--- src/rtl/qlm_pkg.sv ---
// qlm_pkg: shared width helpers and default sizing for the quantised-log multiplier.
package qlm_pkg;
   function automatic int clog2(input int v);
      int r;
      r = 0;
      while ((1 << r) < v) r++;
      return r;
   endfunction
   localparam int DEF_W = 8;
   localparam int DEF_Q = 2;
   localparam int DEF_TAG_W = 4;
   localparam int DEF_K = clog2(DEF_W);
   localparam int DEF_LOGW = DEF_K + DEF_Q;
endpackage

--- src/rtl/qlm_log_enc.sv ---
// qlm_log_enc: leading-one position and Q-bit fraction of an unsigned magnitude.
module qlm_log_enc
   import qlm_pkg::*;
#(
   parameter int W = DEF_W,
   parameter int Q = DEF_Q,
   parameter int K = clog2(W)
) (
   input  logic [W-1:0] i_a,
   output logic [K-1:0] o_k,
   output logic [Q-1:0] o_f,
   output logic         o_zero
);
   always_comb begin
      o_k = '0;
      for (int i = 0; i < W; i++) if (i_a[i]) o_k = K'(i);
   end
   // Q bits just below the leading one; zeros shift in when the leading one sits low
   assign o_f    = Q'({i_a, {Q{1'b0}}} >> o_k);
   assign o_zero = ~|i_a;
endmodule

--- src/rtl/qlm_pipe_mult.sv ---
// qlm_pipe_mult: 3-stage streaming Mitchell-style signed log multiplier with valid/ready
// back-pressure and a pass-through tag.
module qlm_pipe_mult
   import qlm_pkg::*;
#(
   parameter int W     = DEF_W,
   parameter int Q     = DEF_Q,
   parameter int TAG_W = DEF_TAG_W
) (
   input  logic             clk,
   input  logic             rst_n,
   input  logic             in_valid,
   output logic             in_ready,
   input  logic [W-1:0]     in_x,
   input  logic [W-1:0]     in_y,
   input  logic [TAG_W-1:0] in_tag,
   output logic             out_valid,
   input  logic             out_ready,
   output logic [2*W-1:0]   out_p,
   output logic [TAG_W-1:0] out_tag
);
   localparam int K    = clog2(W);
   localparam int LOGW = K + Q;

   logic             r_v1, r_v2, r_v3;
   logic [LOGW-1:0]  r_lx, r_ly;
   logic             r_s1, r_z1, r_s2, r_z2;
   logic [TAG_W-1:0] r_tag1, r_tag2, r_tag3;
   logic [LOGW:0]    r_ls;
   logic [2*W-1:0]   r_p;

   logic             w_rdy2, w_rdy3;
   logic [W-1:0]     w_ax, w_ay;
   logic [K-1:0]     w_kx, w_ky;
   logic [Q-1:0]     w_fx, w_fy;
   logic             w_zx, w_zy;
   logic [K:0]       w_kp;
   logic [Q-1:0]     w_fp;
   logic [2*W-1:0]   w_mag, w_p;

   assign w_rdy3    = ~r_v3 | out_ready;
   assign w_rdy2    = ~r_v2 | w_rdy3;
   assign in_ready  = ~r_v1 | w_rdy2;
   assign out_valid = r_v3;
   assign out_p     = r_p;
   assign out_tag   = r_tag3;

   assign w_ax = in_x ^ {W{in_x[W-1]}};
   assign w_ay = in_y ^ {W{in_y[W-1]}};

   qlm_log_enc #(.W(W), .Q(Q), .K(K)) u_enc_x (.i_a(w_ax), .o_k(w_kx), .o_f(w_fx), .o_zero(w_zx));
   qlm_log_enc #(.W(W), .Q(Q), .K(K)) u_enc_y (.i_a(w_ay), .o_k(w_ky), .o_f(w_fy), .o_zero(w_zy));

   // Antilog on a word widened by Q so the implicit leading one never falls off before the >>Q
   assign w_kp  = r_ls[LOGW:Q];
   assign w_fp  = r_ls[Q-1:0];
   assign w_mag = (2*W)'(({{(2*W-1){1'b0}}, 1'b1, w_fp} << w_kp) >> Q);
   assign w_p   = r_z2 ? '0 : w_mag ^ {(2*W){r_s2}};

   always_ff @(posedge clk or negedge rst_n) begin
      if (!rst_n) begin
         r_v1   <= 1'b0;
         r_v2   <= 1'b0;
         r_v3   <= 1'b0;
         r_lx   <= '0;
         r_ly   <= '0;
         r_s1   <= 1'b0;
         r_z1   <= 1'b0;
         r_tag1 <= '0;
         r_ls   <= '0;
         r_s2   <= 1'b0;
         r_z2   <= 1'b0;
         r_tag2 <= '0;
         r_p    <= '0;
         r_tag3 <= '0;
      end else begin
         if (in_ready) r_v1 <= in_valid;
         if (in_ready && in_valid) begin
            r_lx   <= {w_kx, w_fx};
            r_ly   <= {w_ky, w_fy};
            r_s1   <= in_x[W-1] ^ in_y[W-1];
            r_z1   <= w_zx | w_zy;
            r_tag1 <= in_tag;
         end
         if (w_rdy2) r_v2 <= r_v1;
         if (w_rdy2 && r_v1) begin
            r_ls   <= {1'b0, r_lx} + {1'b0, r_ly};
            r_s2   <= r_s1;
            r_z2   <= r_z1;
            r_tag2 <= r_tag1;
         end
         if (w_rdy3) r_v3 <= r_v2;
         if (w_rdy3 && r_v2) begin
            r_p    <= w_p;
            r_tag3 <= r_tag2;
         end
      end
   end
endmodule
--- config.mk ---
export PLATFORM = sky130hd
export DESIGN_NAME = qlm_pipe_mult
export DESIGN_NICKNAME = d
export VERILOG_FILES = /design/src/rtl/qlm_pkg.sv /design/src/rtl/qlm_log_enc.sv /design/src/rtl/qlm_pipe_mult.sv
export SDC_FILE = /design/constraint.sdc
export NUM_CORES = 1
export LEC_CHECK = 0
export ABC_AREA = 1
export CORE_UTILIZATION = 55
export CTS_BUF_LIST = sky130_fd_sc_hd__clkbuf_8
export DETAILED_ROUTE_END_ITERATION = 8
export PLACE_DENSITY_LB_ADDON = 0.25
export RECOVER_POWER = 100
export SLEW_MARGIN = 20
export SYNTH_ARGS = -nofsm -noshare
export SYNTH_HDL_FRONTEND = slang
export SYNTH_HIERARCHICAL = 1
export SYNTH_SLANG_ARGS = --single-unit
--- constraint.sdc ---
create_clock -name clk -period 1.8 [get_ports clk]
set_input_delay 0.36 -clock clk [delete_from_list [all_inputs] [get_ports clk]]
set_output_delay 0.36 -clock clk [all_outputs]
set_load 0.005 [all_outputs]
==> results.cfg, run 1 <==
[clock_network]
h-tree-depth = 2
cts_tree = yes
cts.sinks = 51
numCtsBuffers = 5
clockBufferDepth = 2
cts_root_buf = clkbuf_8
clk_latency_ns = 0.32
clk_pin_slew_worst_paths_ns = 0.11
holdBufCountCts = 0

[cells_and_area]
utilization_pct = 74.6
fin_nets = 538
final_common_cell = nand2_1
syn2layout_area_growth_pct = 28.7
nFillCells = 434
final_cell_mix = 169 x nand2_1, 51 x dfrtp_1, 45 x nand3_1
antenna_cells = 0
drive_gt1_share_pct = 19.6
regArea_um2 = 1280
multi_input_area_um2 = 1830

[timing]
fin_setup_tns_ns = 0
fin_crit_sh_pct = 95.2
fin_hold_ws_ns = 0.365
slew_headroom_pct = 19.7
period_needed_ns = 1.71
hold_viol = 0
finClkSkew_ns = 0.0149
setup_violations = 0
worst_slew_pin_slew_ns = 1.20
final_max_slew_viol_count = 0
fin_ws_ns = 0.0869
max_clock_freq_ghz = 0.584

[drt]
wire_per_inst_um = 13.0
firstDrtPassIters = 4
drcViolationCount = 0
ant_nets = 0
vias = 3091
drt_iter0_markers = 129
wirelength_um = 7580
vias_per_cell = 5.32

[pwr]
power.density_nw_per_um2 = 1220
power.leakage_nw = 2.11
totalPowerFinal_mw = 5.05
vdd_drop_max_mv = 0.832

[setup_path]
cp_data_arrival_time_ns = 1.96
max_stage_delay_ns = 0.45
cp_common_cell = nand2_1
path_buf_inv = 2
crit_fanout = 4
critical_path_class = primary input to register
crit_start = in_y[6]
start_kind = primary input
endpoint = r_ly[1]$_DFFE_PN0P_
crit_cells = 11
timing.rr.end = r_ls[4]$_DFFE_PN0P_
critPathCaptureType = register
critPathTopFamily = simple AND/OR/NAND/NOR gates
path_cells = clkdlybuf4s50_1 -> xor2_2 -> inv_1 -> nand2_1 -> a21oi_4 -> nand2_1 -> nor2_1 -> nor2_1 -> nand2_1 -> nand2_1 -> nand2_1
r2r_setup_slack_ns = 0.11
critical_path_required_ns = 2.05
rr_startpoint = r_ly[0]$_DFFE_PN0P_
r2r_cells = 7
slowest_stage = clkdlybuf4s50_1

[place]
dp_slack_ns = -0.378
gp_congestion = 0.859
portBuffers = 45
post-dp-hpwl_um = 5280

[logic_synthesis]
yosys_warnings = 6
ys_types = 32
yosysSeqAreaShare_pct = 39.5
syn_area_per_cell_um2 = 7.41
syn_area_um2 = 3230
syn_inst = 436
synth-seq-cells = 51

[hold_path]
min_path_type = primary input to async pin

[die]
initial_core_util_pct = 58.0
dieArea_um2 = 6190
ioPinCount = 46
std_cell_rows = 27
die_width_um = 78.7
coreArea_um2 = 5570
fp.dieH_um = 78.7

[global_route]
grt_max_degree = 52
grt_usage_pct = 25.4
grt_overflow = 0
antenna_found_initial = 0
grt_pass1_wl_um = 12500
grt_pass1_vias = 2823

[run]
cap_violations = 0

[run_status]
status = finished clean
[per-stage QoR]
step,instance area (um2),cells
6_report,4160,581
5_1_grt,4160,581
4_1_cts,4080,580
3_5_place_dp,3950,572
3_3_place_gp,3950,572
2_1_floorplan,3240,439
[area by class of cell]
| cell class | instances | area share, % |
|---|---|---|
| tap | 72 | 2.17 |
| multi-input combinational | 335 | 44.1 |
| clock inverter | 3 | 0.632 |
| sequential | 51 | 30.7 |
| clock buffer | 5 | 1.65 |
| inverter | 33 | 3.16 |
| timing repair buffer | 82 | 17.6 |
[how the worst min path moves through the flow]
| stage | end | from | slack, ns | depth (start not counted) |
|---|---|---|---|---|
| 2_1_floorplan | out_p[0]$_DFFE_PN0P_ | rst_n | 0.06 | 0 |
| 3_3_place_gp | out_p[11]$_DFFE_PN0P_ | rst_n | 0.37 | 2 |
| 3_5_place_dp | out_p[7]$_DFFE_PN0P_ | rst_n | 0.37 | 2 |
| 4_1_cts | out_tag[0]$_DFFE_PN0P_ | rst_n | 0.02 | 2 |
| 5_1_grt | r_ly[3]$_DFFE_PN0P_ | rst_n | 0.49 | 2 |
| 6_report | r_ly[3]$_DFFE_PN0P_ | rst_n | 0.37 | 2 |
[timing repair]
| item | 4_1_cts | 5_1_grt |
|---|---|---|
| pin swaps | 0 | 2 |
| buffers inserted | 0 | 1 |
| setup endpoints to repair | 4 | 6 |
| resized for setup | 6 | 18 |
[Yosys cell counts, drive strengths merged]
cell | count | share of area [%]
nor3b | 1 | 0.23
nor4 | 2 | 0.39
conb | 1 | 0.12
inv | 33 | 4.1
xnor2 | 1 | 0.27
nand3 | 49 | 8.2
nand3b | 2 | 0.46
dfrtp | 51 | 39
nand4 | 20 | 4.1
nand2 | 182 | 23
xor2 | 15 | 4.1
nor2 | 16 | 2.9
fa | 1 | 0.62
a21oi | 11 | 2.3
ha | 5 | 1.9
o21ai | 24 | 3.8
or2 | 2 | 0.39
buf | 20 | 3.6
[logic make-up after synthesis]
group / synth area share [%]
compound gates: 6.12
xor+xnor: 4.34
fa+ha+maj: 2.56
buf+inv: 7.63
flops: 39.5
other cells: 0.116
simple gates: 39.8
[worst register-to-register path: cells and delay by family, from the launching register on]
kind            cells  cell delay, ns
simple gates        4            0.49
fa+ha+maj           2            0.60
flops               1            0.41
compound gates      1            0.08
[report_power, final]
group / switching, mW / total (mW) / leakage [nW] / internal [mW]
logic: 1.47 / 2.51 / 1.43 / 1.04
clock network: 0.414 / 0.701 / 0.0491 / 0.287
registers: 0.315 / 1.84 / 0.630 / 1.53
total: 2.20 / 5.05 / 2.11 / 2.85
[routing by layer]
layer / track usage, % / up-vias / wire (um)
met5: 0 / - / 0
met4: 8.70 / 0 / 157
met3: 4.30 / 18 / 290
met2: 44.7 / 97 / 4000
met1: 31.2 / 1442 / 3130
li1: - / 1534 / -
[state kept, by name (all words and copies together) (netlist names)]
| register | cells |
|---|---|
| out_valid | 1 |
| out_p | 16 |
| r_ly | 5 |
| r_z1 | 1 |
| r_s1 | 1 |
| r_tag2 | 4 |
| out_tag | 4 |
| r_ls | 6 |
| r_v2 | 1 |
| r_v1 | 1 |
| r_tag1 | 4 |
| r_s2 | 1 |
| r_z2 | 1 |
| r_lx | 5 |
Power figures use the tool's default switching activity.
==> inputs of run 2 (changes only) <==
--- a/config.mk
+++ b/config.mk
@@ -6,6 +6,7 @@
 export NUM_CORES = 1
 export LEC_CHECK = 0
 export ABC_AREA = 1
+export ABC_CLOCK_PERIOD_IN_PS = 1800
 export CORE_UTILIZATION = 55
 export CTS_BUF_LIST = sky130_fd_sc_hd__clkbuf_8
 export DETAILED_ROUTE_END_ITERATION = 8
==> results of run 2 <==
Same layout as run 1: the final DEF is identical, and so are final timing and power.
